### src/rtl/mouse_position_tracker.sv
// mouse_position_tracker
// Decodes 3-byte PS/2 mouse packets into an absolute, screen-clamped cursor
// position plus left/right button state.
//
// Byte input handshake: rx_valid is a one-cycle strobe that qualifies rx_data;
// there is no back-pressure, so every strobed byte is either consumed, held in
// the one-entry latch (while the FSM sits in APPLY), or discarded as out of sync.
module mouse_position_tracker #(
    parameter int MAX_X          = 800,
    parameter int MAX_Y          = 600,
    parameter int INIT_X         = 400,
    parameter int INIT_Y         = 300,
    parameter int TIMEOUT_CYCLES = 100000
) (
    input  logic        clk,
    input  logic        rst,
    input  logic [7:0]  rx_data,
    input  logic        rx_valid,
    output logic [11:0] mouse_x_position,
    output logic [11:0] mouse_y_position,
    output logic        mouse_left,
    output logic        mouse_right,
    output logic        packet_valid,
    output logic        sync_error
);

    typedef enum logic [1:0] {
        WAIT_B0 = 2'd0,
        WAIT_B1 = 2'd1,
        WAIT_B2 = 2'd2,
        APPLY   = 2'd3
    } state_t;

    localparam int TW = $clog2(TIMEOUT_CYCLES + 1);
    localparam logic signed [13:0] X_HI = 14'(MAX_X - 1);
    localparam logic signed [13:0] Y_HI = 14'(MAX_Y - 1);

    state_t state, state_next;

    logic [TW-1:0]      timer;
    logic [7:0]         b0_r, b1_r, b2_r;
    logic               hold_valid;
    logic [7:0]         hold_data;
    logic               in_valid;
    logic [7:0]         in_data;
    logic               timeout;
    logic               waiting_mid;
    logic signed [8:0]  dx9, dy9;
    logic signed [13:0] sum_x, sum_y;
    logic               commit;
    logic               left_r, right_r;

    // Byte source selection: a byte held during APPLY is consumed before live input.
    always_comb begin
        in_valid    = 1'b0;
        in_data     = rx_data;
        waiting_mid = (state == WAIT_B1) || (state == WAIT_B2);
        if (state != APPLY) begin
            in_valid = hold_valid || rx_valid;
            in_data  = hold_valid ? hold_data : rx_data;
        end
        timeout = waiting_mid && !in_valid && (timer == TW'(TIMEOUT_CYCLES));
        dx9     = b0_r[6] ? 9'sd0 : $signed({b0_r[4], b1_r});
        dy9     = b0_r[7] ? 9'sd0 : $signed({b0_r[5], b2_r});
    end

    // Next-state logic; an arriving byte always takes precedence over a timeout.
    always_comb begin
        state_next = state;
        case (state)
            WAIT_B0: if (in_valid && in_data[3]) state_next = WAIT_B1;
            WAIT_B1: begin
                if (in_valid)     state_next = WAIT_B2;
                else if (timeout) state_next = WAIT_B0;
            end
            WAIT_B2: begin
                if (in_valid)     state_next = APPLY;
                else if (timeout) state_next = WAIT_B0;
            end
            APPLY:   state_next = WAIT_B0;
            default: state_next = WAIT_B0;
        endcase
    end

    // State register, byte capture, hold latch and inter-byte timer.
    always_ff @(posedge clk) begin
        if (rst) begin
            state      <= WAIT_B0;
            timer      <= '0;
            b0_r       <= '0;
            b1_r       <= '0;
            b2_r       <= '0;
            hold_valid <= 1'b0;
            hold_data  <= '0;
            sync_error <= 1'b0;
        end else begin
            state      <= state_next;
            sync_error <= ((state == WAIT_B0) && in_valid && !in_data[3]) || timeout;

            if (state == APPLY) begin
                if (rx_valid) begin
                    hold_valid <= 1'b1;
                    hold_data  <= rx_data;
                end
            end else if (hold_valid) begin
                // Held byte is consumed now; a simultaneous live byte takes its place.
                if (rx_valid) hold_data  <= rx_data;
                else          hold_valid <= 1'b0;
            end

            if (in_valid) begin
                case (state)
                    WAIT_B0: if (in_data[3]) b0_r <= in_data;
                    WAIT_B1: b1_r <= in_data;
                    WAIT_B2: b2_r <= in_data;
                    default: ;
                endcase
            end

            if (in_valid || timeout || !waiting_mid) timer <= '0;
            else                                     timer <= timer + 1'b1;
        end
    end

    // Two-step update: APPLY forms the unclamped sums, the following edge clamps and publishes.
    always_ff @(posedge clk) begin
        if (rst) begin
            sum_x            <= '0;
            sum_y            <= '0;
            commit           <= 1'b0;
            left_r           <= 1'b0;
            right_r          <= 1'b0;
            mouse_x_position <= 12'(INIT_X);
            mouse_y_position <= 12'(INIT_Y);
            mouse_left       <= 1'b0;
            mouse_right      <= 1'b0;
            packet_valid     <= 1'b0;
        end else begin
            commit       <= (state == APPLY);
            packet_valid <= commit;
            if (state == APPLY) begin
                sum_x   <= $signed({2'b00, mouse_x_position}) + {{5{dx9[8]}}, dx9};
                sum_y   <= $signed({2'b00, mouse_y_position}) - {{5{dy9[8]}}, dy9};
                left_r  <= b0_r[0];
                right_r <= b0_r[1];
            end
            if (commit) begin
                if (sum_x < 14'sd0)     mouse_x_position <= 12'd0;
                else if (sum_x > X_HI)  mouse_x_position <= X_HI[11:0];
                else                    mouse_x_position <= sum_x[11:0];
                if (sum_y < 14'sd0)     mouse_y_position <= 12'd0;
                else if (sum_y > Y_HI)  mouse_y_position <= Y_HI[11:0];
                else                    mouse_y_position <= sum_y[11:0];
                mouse_left  <= left_r;
                mouse_right <= right_r;
            end
        end
    end

endmodule

### config.mk
export PLATFORM = sky130hd
export DESIGN_NAME = mouse_position_tracker
export DESIGN_NICKNAME = d
export VERILOG_FILES = /design/src/rtl/mouse_position_tracker.sv
export SDC_FILE = /design/constraint.sdc
export NUM_CORES = 1
export LEC_CHECK = 0
export BUFFER_PORTS_ARGS = -buffer_cell sky130_fd_sc_hd__buf_4
export CAP_MARGIN = 20
export CORE_MARGIN = 2
export CORE_UTILIZATION = 40
export CTS_CLUSTER_DIAMETER = 40
export DETAILED_ROUTE_END_ITERATION = 7
export RECOVER_POWER = 100
export REMOVE_ABC_BUFFERS = 1
export SYNTH_ARGS = -nofsm -noshare
export SYNTH_HDL_FRONTEND = slang
export SYNTH_SLANG_ARGS = --single-unit
export TNS_END_PERCENT = 5
### constraint.sdc
create_clock -name clk -period 5.2 [get_ports clk]
set_clock_uncertainty 0.05 [all_clocks]
set_input_delay 1.04 -clock clk [delete_from_list [all_inputs] [get_ports clk]]
set_output_delay 1.04 -clock clk [all_outputs]
set_load 0.03 [all_outputs]
==> results.toml <==
[status]
outcome = "complete, but fails checks"
violations = "max-capacitance violations, max-slew violations"

[cells_and_area]
area_growth_pct = 10.4
drive_above_1_share_pct = 4.90
regArea_um2 = 2180
multi_input_area_um2 = 3130
fillers = 1394
nets = 715
final_common_cell = "dfxtp_1"
finalNonFillerCells = 854
final_cell_mix = "dfxtp_1, nor2_1, a21oi_1, nand2_1, a211oi_1"
diodes = 0
fin_util_pct = 44.6

[clock_tree]
clkLatencyLatePin_ns = 0.36
clockRootBuffer = "clkbuf_16"
cts_buffers = 9
clock_sinks = 109
clk_pin_slew_ns = 0.07
ctsResizeCount = 0
cts-htree-levels = 3
tritoncts = "built"
postCtsSetupBuffers = 0
cts_buffer_depth = 2
cts_hold_buf = 0

[hold_path]
worstHoldStart = "sum_y[3]$_SDFFE_PP0P_"
hold_path_end = "mouse_y_position[3]$_SDFFE_PP1P_"
hold_depth = 2
worst_hold_path_type = "reg -> reg"

[die]
fp.dieW_um = 122
core_um2 = 13700
initial_core_util_pct = 40.4
io_pins = 39
rows = 43
die_area_um2 = 14800
die_h_um = 122

[drt]
routedWlPerCell_um = 14.5
finalWirelength_um = 12400
num_vias = 4633
drc = 0
drt_iter0_drc = 249
firstDrtPassIters = 4
drtAntennaViolNets = 0
via_per_inst = 5.43

[yosys]
synth_enable_flop_cells = 0
syn_area_um2 = 5550
syn-instance-count = 651
synth-seq-cells = 109
yosysWarnings = 0
async_flop_share_pct = 0
ys_seq_area_share_pct = 39.4
ys_types = 56
synth_area_per_cell_um2 = 8.52
synth_ff_type = "dfxtp_1"

[worst_setup_path]
arrival_ns = 3.71
reg2reg_from = "b0_r[6]$_SDFFE_PP0P_"
cp_max_fo = 51
required_ns = 5.39
reg2reg_slack_ns = 2.69
worstSetupStartpointType = "input port"
endpoint_kind = "flop"
reg2reg_to = "sum_x[11]$_SDFFE_PP0P_"
worstRegToRegCells = 8
criticalPathCategory = "in -> reg"

[sta]
worst_slew_pin_slew_ns = 2.31
max_freq_mhz = 284
drv_slew = 52
layout_min_cycle_time_ns = 3.52
maxSlewHeadroom_pct = -53.9
setup-tns-final_ns = 0
finalHoldViolCount = 0
rsz0062_at_grt = "false"
setup_viol = 0
period_share_pct = 67.7

[pwr]
p_leak_nw = 2.28
vdd_drop_max_uv = 143
powerDensity_nw_per_um2 = 284

[global_routing]
grt_pass1_wl_um = 20600
track_usage_pct = 17.2
antenna_found_initial = 0
grt_pass1_vias = 4256
grt_max_degree = 52
overflow = 0

[job]
drv_cap = 1

[placed_design]
dp.final_hpwl_um = 8810
port_buffers = 38
routabilityCongestion = 0.854
place_inst = 839
-- cell usage after synthesis (2+ instances only) --
cell / n / area (µm²)
clkbuf_1: 25 / 93.8
nor4_1: 5 / 31.3
o21a_1: 2 / 15.0
a311o_1: 4 / 40.0
nor4b_1: 6 / 52.6
nand3b_1: 2 / 15.0
o21ai_0: 5 / 25.0
buf_2: 6 / 30.0
mux2i_1: 30 / 300
a2111oi_0: 3 / 26.3
o21ai_1: 15 / 75.1
or3_1: 4 / 25.0
a21o_1: 6 / 45.0
nor3_1: 18 / 90.1
o2111ai_1: 2 / 17.5
o211ai_1: 3 / 22.5
xor2_1: 17 / 149
xnor2_1: 8 / 70.1
nor2b_1: 16 / 100
fa_1: 2 / 40.0
and4_1: 2 / 17.5
o31ai_1: 4 / 30.0
dfxtp_1: 109 / 2180
a211oi_1: 33 / 248
nand2b_1: 12 / 75.1
nor3b_1: 2 / 15.0
ha_1: 32 / 400
nor2_1: 106 / 398
o21bai_1: 2 / 15.0
nand3_1: 17 / 85.1
and3_1: 4 / 25.0
and2_1: 4 / 25.0
nand4_1: 9 / 56.3
a21boi_1: 3 / 22.5
inv_1: 25 / 93.8
a21oi_1: 49 / 245
nand2_1: 40 / 150
-- how the worst max path moves through the flow --
stage,end,from,cells past startpoint
3_5_place_dp,sum_x[13]$_SDFFE_PP0P_,rst,7
4_1_cts,sum_x[10]$_SDFFE_PP0P_,b0_r[6]$_SDFFE_PP0P_,10
5_1_grt,sum_x[13]$_SDFFE_PP0P_,rst,7
3_3_place_gp,sum_x[13]$_SDFFE_PP0P_,rst,7
2_1_floorplan,b0_r[0]$_SDFFE_PP0P_,state[0]$_SDFFE_PP0P_,6
6_report,sum_x[13]$_SDFFE_PP0P_,rst,7
-- final cells by class --
| class | count | share of cell area [%] |
|---|---|---|
| well taps | 180 | 3.68 |
| multi-input cells | 484 | 51.1 |
| clock buffers | 10 | 3.90 |
| repair buffers | 40 | 3.13 |
| flip-flops and latches | 109 | 35.6 |
| clock inverters | 5 | 0.961 |
| inverters | 26 | 1.59 |
-- flip-flops by register name, indices dropped and copies added, names as in the netlist, 2 cells and up --
signal and count:
mouse_x_position 12, sum_x 14, b0_r 6, b2_r 8, state 2, b1_r 8, timer 17, hold_data 8
sum_y 14, mouse_y_position 12
-- where the power goes --
group          total (W)  switching [W]  internal [W]
sequential      0.000865      0.0000139      0.000851
clock           0.000695       0.000310      0.000385
combinational   0.000176       0.000109     0.0000669
-- critical path, cell delays in order --
cell      delay [ns]
clkbuf_1        1.60
inv_2           0.17
nand2_1         0.32
inv_1           0.09
nand3_1         0.09
a21oi_1         0.05
a311o_1         0.32
-- routing by layer --
metal | share of wire [%] | global-route usage (%)
met5 | 0 | 0
met4 | 1.9 | 7.40
met3 | 3.4 | 2.72
met2 | 45 | 26.6
met1 | 50 | 23.9
-- kinds of logic (layout without fill, tap and decap cells) --
group,count (synthesis),in the layout,share of synthesized area (%)
AOI/OAI and AO/OA,143,143,17.4
xor gates and xnor gates,25,25,3.95
adders and majority gates,34,34,7.94
buffers and inverters,58,81,4.13
DFF,109,109,39.4
muxes,30,30,5.42
and+or+nand+nor,252,252,21.8
-- stage by stage --
| stage | setup WS [ns] | hold slack [ns] | total power [W] | area, µm² |
|---|---|---|---|---|
| floorplan | 2.36 | 0.393 | 0.00101 | 5410 |
| global placement | 2.67 | 0.421 | 0.00106 | 5940 |
| detailed placement | 2.59 | 0.420 | 0.00106 | 5940 |
| CTS | 2.69 | 0.431 | 0.00176 | 6240 |
| global route | 1.38 | 0.453 | 0.00181 | 6120 |
| finish | 1.68 | 0.433 | 0.00174 | 6120 |
(Power assumes the default switching activity.)
